**config.mk**
```make
export PLATFORM = sky130hd
export DESIGN_NAME = display_scan_controller
export DESIGN_NICKNAME = d
export VERILOG_FILES = /design/src/rtl/display_pkg.sv /design/src/rtl/scan_slot_counter.sv /design/src/rtl/display_scan_controller.sv
export SDC_FILE = /design/constraint.sdc
export NUM_CORES = 1
export LEC_CHECK = 0
export ABC_CLOCK_PERIOD_IN_PS = 3800
export CAP_MARGIN = 30
export CORE_MARGIN = 5
export CORE_UTILIZATION = 57
export DETAILED_ROUTE_END_ITERATION = 10
export PLACE_DENSITY = 0.8
export SYNTH_ARGS = -nofsm -noshare
export SYNTH_HDL_FRONTEND = slang
export SYNTH_HIERARCHICAL = 1
export SYNTH_SLANG_ARGS = --single-unit
```
**constraint.sdc**
```tcl
create_clock -name clk -period 3.8 [get_ports clk]
set_clock_uncertainty 0.1 [all_clocks]
set_input_delay 0.95 -clock clk [delete_from_list [all_inputs] [get_ports clk]]
set_output_delay 0.95 -clock clk [all_outputs]
set_load 0.02 [all_outputs]
```
**src/rtl/display_pkg.sv**
```systemverilog
// Shared types and constants for the multiplexed 7-segment scan controller.
package display_pkg;

    typedef enum logic [1:0] {
        IDLE = 2'd0,
        DEAD = 2'd1,
        SHOW = 2'd2
    } scan_state_t;

    localparam int              DIGIT_W = 4;
    localparam logic [3:0]      BCD_MAX = 4'd9;

endpackage

```
**src/rtl/scan_slot_counter.sv**
```systemverilog
// Per-slot cycle counter: counts 0..TICK_DIV-1 and flags the last dead and last slot cycle.
module scan_slot_counter #(
    parameter int TICK_DIV    = 50000,
    parameter int DEAD_CYCLES = 16
) (
    input  logic clk,
    input  logic rst_n,
    input  logic clear,
    output logic dead_last,
    output logic slot_last
);

    localparam int CW = (TICK_DIV > 1) ? $clog2(TICK_DIV) : 1;
    localparam logic [CW-1:0] DEAD_END = CW'(DEAD_CYCLES - 1);
    localparam logic [CW-1:0] SLOT_END = CW'(TICK_DIV - 1);

    logic [CW-1:0] cnt_reg;

    assign dead_last = (cnt_reg == DEAD_END);
    assign slot_last = (cnt_reg == SLOT_END);

    always_ff @(posedge clk or negedge rst_n) begin
        if (!rst_n) begin
            cnt_reg <= '0;
        end else if (clear || slot_last) begin
            cnt_reg <= '0;
        end else begin
            cnt_reg <= cnt_reg + CW'(1);
        end
    end

endmodule

```
**src/rtl/display_scan_controller.sv**
```systemverilog
// Time-multiplexed 7-segment scan controller with frame-coherent shadow value,
// dead-time between slots and optional leading-zero blanking.
module display_scan_controller
    import display_pkg::*;
#(
    parameter int NUM_DIGITS  = 4,
    parameter int TICK_DIV    = 50000,
    parameter int DEAD_CYCLES = 16
) (
    input  logic                          clk,
    input  logic                          rst_n,
    input  logic                          enable,
    input  logic                          load,
    input  logic [DIGIT_W*NUM_DIGITS-1:0] value,
    input  logic                          lz_blank,
    output logic [DIGIT_W-1:0]            bcd,
    output logic [NUM_DIGITS-1:0]         dig_en,
    output logic                          load_ack,
    output logic                          frame_done
);

    localparam int VW = DIGIT_W * NUM_DIGITS;
    localparam int IW = $clog2(NUM_DIGITS);
    localparam logic [IW-1:0] LAST_IDX = IW'(NUM_DIGITS - 1);

    scan_state_t state_reg, state_next;

    logic [IW-1:0]         idx_reg, idx_next;
    logic [VW-1:0]         shadow_reg, shadow_next;
    logic [VW-1:0]         pending_reg, pending_next;
    logic                  pend_flag_reg, pend_flag_next;
    logic                  load_ack_reg, load_ack_next;
    logic                  frame_done_reg, frame_done_next;
    logic [DIGIT_W-1:0]    bcd_reg, bcd_next;
    logic [NUM_DIGITS-1:0] dig_en_reg, dig_en_next;
    logic                  slot_blank_reg, slot_blank_next;

    logic cnt_clear;
    logic dead_last;
    logic slot_last;
    logic frame_end;

    scan_slot_counter #(
        .TICK_DIV    (TICK_DIV),
        .DEAD_CYCLES (DEAD_CYCLES)
    ) u_slot_counter (
        .clk       (clk),
        .rst_n     (rst_n),
        .clear     (cnt_clear),
        .dead_last (dead_last),
        .slot_last (slot_last)
    );

    // Digit view of the shadow value that will be in effect next cycle, plus
    // "this digit and every higher digit is zero" for leading-zero blanking.
    logic [DIGIT_W-1:0]    next_digit [NUM_DIGITS];
    logic [NUM_DIGITS-1:0] upper_zero;

    for (genvar gi = 0; gi < NUM_DIGITS; gi++) begin : g_digit
        assign next_digit[gi] = shadow_next[gi*DIGIT_W +: DIGIT_W];
        assign upper_zero[gi] = ~|shadow_next[VW-1:gi*DIGIT_W];
    end

    assign frame_end = (state_reg == SHOW) && slot_last && (idx_reg == LAST_IDX);

    always_ff @(posedge clk or negedge rst_n) begin
        if (!rst_n) begin
            state_reg <= IDLE;
        end else begin
            state_reg <= state_next;
        end
    end

    always_comb begin
        state_next      = state_reg;
        idx_next        = idx_reg;
        shadow_next     = shadow_reg;
        pending_next    = pending_reg;
        pend_flag_next  = pend_flag_reg;
        load_ack_next   = 1'b0;
        frame_done_next = 1'b0;
        cnt_clear       = 1'b0;

        case (state_reg)
            IDLE: begin
                cnt_clear = 1'b1;
                idx_next  = '0;
                // No frame to protect while idle: update the shadow directly.
                if (load) begin
                    shadow_next    = value;
                    pend_flag_next = 1'b0;
                    load_ack_next  = 1'b1;
                end else if (pend_flag_reg) begin
                    shadow_next    = pending_reg;
                    pend_flag_next = 1'b0;
                    load_ack_next  = 1'b1;
                end
                if (enable) begin
                    state_next = DEAD;
                end
            end
            DEAD, SHOW: begin
                if (!enable) begin
                    state_next = IDLE;
                    idx_next   = '0;
                    cnt_clear  = 1'b1;
                    if (load) begin
                        pending_next   = value;
                        pend_flag_next = 1'b1;
                    end
                end else begin
                    if (state_reg == DEAD && dead_last) begin
                        state_next = SHOW;
                    end
                    if (state_reg == SHOW && slot_last) begin
                        state_next = DEAD;
                        idx_next   = (idx_reg == LAST_IDX) ? '0 : idx_reg + IW'(1);
                    end
                    if (frame_end) begin
                        frame_done_next = 1'b1;
                        pend_flag_next  = 1'b0;
                        if (load) begin
                            shadow_next   = value;
                            load_ack_next = 1'b1;
                        end else if (pend_flag_reg) begin
                            shadow_next   = pending_reg;
                            load_ack_next = 1'b1;
                        end
                    end else if (load) begin
                        pending_next   = value;
                        pend_flag_next = 1'b1;
                    end
                end
            end
            default: begin
                state_next = IDLE;
            end
        endcase
    end

    // Digit code and blank decision are latched on slot entry so they hold for the whole slot.
    always_comb begin
        bcd_next        = bcd_reg;
        slot_blank_next = slot_blank_reg;
        dig_en_next     = '0;
        if (state_next == DEAD) begin
            bcd_next        = next_digit[idx_next];
            slot_blank_next = (next_digit[idx_next] > BCD_MAX) ||
                              (lz_blank && (idx_next != '0) && upper_zero[idx_next]);
        end
        if (state_next == SHOW && !slot_blank_next) begin
            dig_en_next = NUM_DIGITS'(1) << idx_next;
        end
    end

    always_ff @(posedge clk or negedge rst_n) begin
        if (!rst_n) begin
            idx_reg        <= '0;
            shadow_reg     <= '0;
            pending_reg    <= '0;
            pend_flag_reg  <= 1'b0;
            load_ack_reg   <= 1'b0;
            frame_done_reg <= 1'b0;
            bcd_reg        <= '0;
            dig_en_reg     <= '0;
            slot_blank_reg <= 1'b0;
        end else begin
            idx_reg        <= idx_next;
            shadow_reg     <= shadow_next;
            pending_reg    <= pending_next;
            pend_flag_reg  <= pend_flag_next;
            load_ack_reg   <= load_ack_next;
            frame_done_reg <= frame_done_next;
            bcd_reg        <= bcd_next;
            dig_en_reg     <= dig_en_next;
            slot_blank_reg <= slot_blank_next;
        end
    end

    assign bcd        = bcd_reg;
    assign dig_en     = dig_en_reg;
    assign load_ack   = load_ack_reg;
    assign frame_done = frame_done_reg;

endmodule

```
==> impl_metrics.env <==
export IMPL_status="completed"
export IMPL_layout_commonest_cell="dfrtp_1"
export IMPL_grt_pass1_wl_um=11580
export IMPL_synth_largest_area_cell="dfrtp_1"
export IMPL_grt_ovfl_total=0
export IMPL_synth_top_cells_by_area="dfrtp_1 (51%), mux2_2 (6.1%), a22oi_1 (4.1%)"
export IMPL_dieArea_um2=7104
export IMPL_drtPass1Iterations=4
export IMPL_peakVddDrop_mv=0.3483
export IMPL_cp_start_kind="flop"
export IMPL_rsz0062_at_grt="no"
export IMPL_cts_sinks=64
export IMPL_ctsResizeCount=0
export IMPL_syn_instance_count=294
export IMPL_synth_nets=321
export IMPL_ys_async_sr_fraction_pct=100.0
export IMPL_start_util_pct=57.83
export IMPL_drv_cap=0
export IMPL_drc=0
export IMPL_nets=359
export IMPL_cts_max_path_buffers=2
export IMPL_netlist_area_leader_share_pct=50.91
export IMPL_synth_cell_area_um2=3146
export IMPL_power_density_nw_per_um2=635.4
export IMPL_crit_type="reg2reg"
export IMPL_cts_hold_buf=0
export IMPL_power_w=0.002356
export IMPL_whs_path_depth=1
export IMPL_die_height_um=84.29
export IMPL_period_needed_ps=3366
export IMPL_setup_viol_count_final=0
export IMPL_detail_route_antenna_nets=0
export IMPL_area_delta_synth_final_pct=17.90
export IMPL_grt_start_max_net_pins=30
export IMPL_setup_tns_ps=0
export IMPL_dieWidth_um=84.29
export IMPL_antenna_found_initial=0
export IMPL_cts_made_buffers=9
export IMPL_htreeDepth=3
export IMPL_crit_fanout=10
export IMPL_fin_crit_sh_pct=88.57
export IMPL_dpl_cell_count=393
export IMPL_drtIter0Drc=97
export IMPL_reg2reg_slack_ps=430
export IMPL_cts_tree="done"
export IMPL_finalNonFillerCells=408
export IMPL_hold_start="bcd[3]$_DFFE_PN0N_"
export IMPL_ys_types=51
export IMPL_most_common_layout_cells="dfrtp_1 (64), nor2_1 (34), clkdlybuf4s50_1 (29)"
export IMPL_grt_pass1_vias=2466
export IMPL_clk_pin_slew_worst_paths_ps=70
export IMPL_io_buffers=30
export IMPL_power_leakage_nw=1.566
export IMPL_max_freq_ghz=0.2971
export IMPL_ys_seq_area_share_pct=50.91
export IMPL_post_cts_setup_buffer_count=0
export IMPL_worstPathArrival_ps=3480
export IMPL_critPathLaunch="u_slot_counter/cnt_reg[7]$_DFF_PN0_"
export IMPL_vias_per_cell=5.789
export IMPL_row_count=27
export IMPL_min_path_type="reg2reg"
export IMPL_reg2reg_from="u_slot_counter/cnt_reg[7]$_DFF_PN0_"
export IMPL_clk_root_buffer_cell="clkbuf_8"
export IMPL_wl_per_cell_um=16.24
export IMPL_num_fill_cells=414
export IMPL_drive_gt1_share_pct=13.39
export IMPL_r2r_cells=9
export IMPL_routed_wl_um=6624
export IMPL_grt_usage_pct=20.36
export IMPL_pin_count=31
export IMPL_coreArea_um2=5439
export IMPL_gp_congestion=0.8265
export IMPL_dp_hpwl_um=4784
export IMPL_antenna_cells=0
export IMPL_hold_viol=0
export IMPL_vias=2362
export IMPL_yosysWarningCount=6
export IMPL_hold_path_end="bcd[3]$_DFFE_PN0N_"
export IMPL_synth_area_per_cell_um2=10.70
export IMPL_maxSlewHeadroom_pct=40.09
export IMPL_synth_edf_count=0
export IMPL_tightest_slew_ps=895.6
export IMPL_cp_end_kind="flop"
export IMPL_finalMaxSlewViolations=0
export IMPL_ys_seq_elements=64
export IMPL_r2r_end="bcd[1]$_DFFE_PN0N_"
export IMPL_dominantRegCellSynth="dfrtp_1"
export IMPL_clk_latency_ps=330
export IMPL_cp_required_ps=3920
==> logic make-up after synthesis <==
group           after synthesis  share of synthesized area [%]
flops                        64                          50.92
simple gates                100                          15.91
buf+inv                      29                          4.335
xor+xnor                     14                          3.898
mux                          19                          6.881
fa+ha+maj                     6                          2.387
compound gates               62                          15.67
==> critical path, cell delays in order, from the launching register on <==
cell and delay (ps):
dfrtp_1 440, nor4_2 300, nand2_1 160, nor4_1 510, nand4_1 180, a221o_1 540, o2bb2ai_1 230, or3_1 310
and4_1 200, mux2_4 250
==> through the flow <==
| stage | hold WS, ps | setup slack [ps] | utilization (%) | cell area (um2) |
|---|---|---|---|---|
| 3_3_place_gp | 365.2 | 463.2 | 64.76 | 3522 |
| 3_5_place_dp | 376.2 | 435.7 | 65.13 | 3542 |
| 4_1_cts | 396.6 | 475.5 | 68.19 | 3709 |
| 6_report | 391.3 | 434.4 | 68.19 | 3709 |
| 2_1_floorplan | 343.9 | 852.3 | - | 3146 |
| 5_1_grt | 417.0 | 201.7 | 68.19 | 3709 |
==> layer usage <==
layer | vias to the layer above | GRT usage [%] | part of all wire (%)
met5 | - | 0 | 0
met4 | 0 | 9.064 | 1.8
met3 | 12 | 4.220 | 3.3
met2 | 38 | 33.72 | 49
met1 | 1170 | 25.73 | 46
li1 | 1142 | - | -
==> synth_stat cells, types with 5 or more instances <==
master	n
inv_1	15
nor4_1	9
nand3_1	9
o2bb2ai_1	5
mux2_2	17
o21ai_0	9
a22oi_1	17
nor3_1	5
ha_1	6
dfrtp_1	64
a21oi_1	7
nand2_1	17
nor2_1	34
nand4_1	6
xnor2_1	12
==> power by group <==
| part | internal, W | leakage, nW | switching, W |
|---|---|---|---|
| combinational | 0.000386 | 0.660 | 0.000447 |
| clock | 0.000271 | 0.0838 | 0.000241 |
| sequential | 0.000898 | 0.822 | 0.000114 |
==> layout make-up <==
type | count | area [um2] | share of cell area [%]
tap | 72 | 90.09 | 2.429
multi-input combinational | 201 | 1408 | 37.96
clock buffer | 15 | 166.4 | 4.487
inverter | 16 | 60.06 | 1.619
sequential | 64 | 1602 | 43.18
timing repair buffer | 40 | 382.9 | 10.32
==> worst max path at each step <==
| stage | endpoint | slack, ps | depth (start not counted) |
|---|---|---|---|
| 6_report | bcd[1]$_DFFE_PN0N_ | 430 | 9 |
| 5_1_grt | slot_blank_reg$_DFF_PN0_ | 200 | 11 |
| 4_1_cts | slot_blank_reg$_DFF_PN0_ | 480 | 10 |
| 3_5_place_dp | bcd[1]$_DFFE_PN0N_ | 440 | 7 |
| 3_3_place_gp | bcd[1]$_DFFE_PN0N_ | 460 | 7 |
| 2_1_floorplan | bcd[1]$_DFFE_PN0N_ | 850 | 10 |
Note: power is estimated with default switching activity, not from simulation.
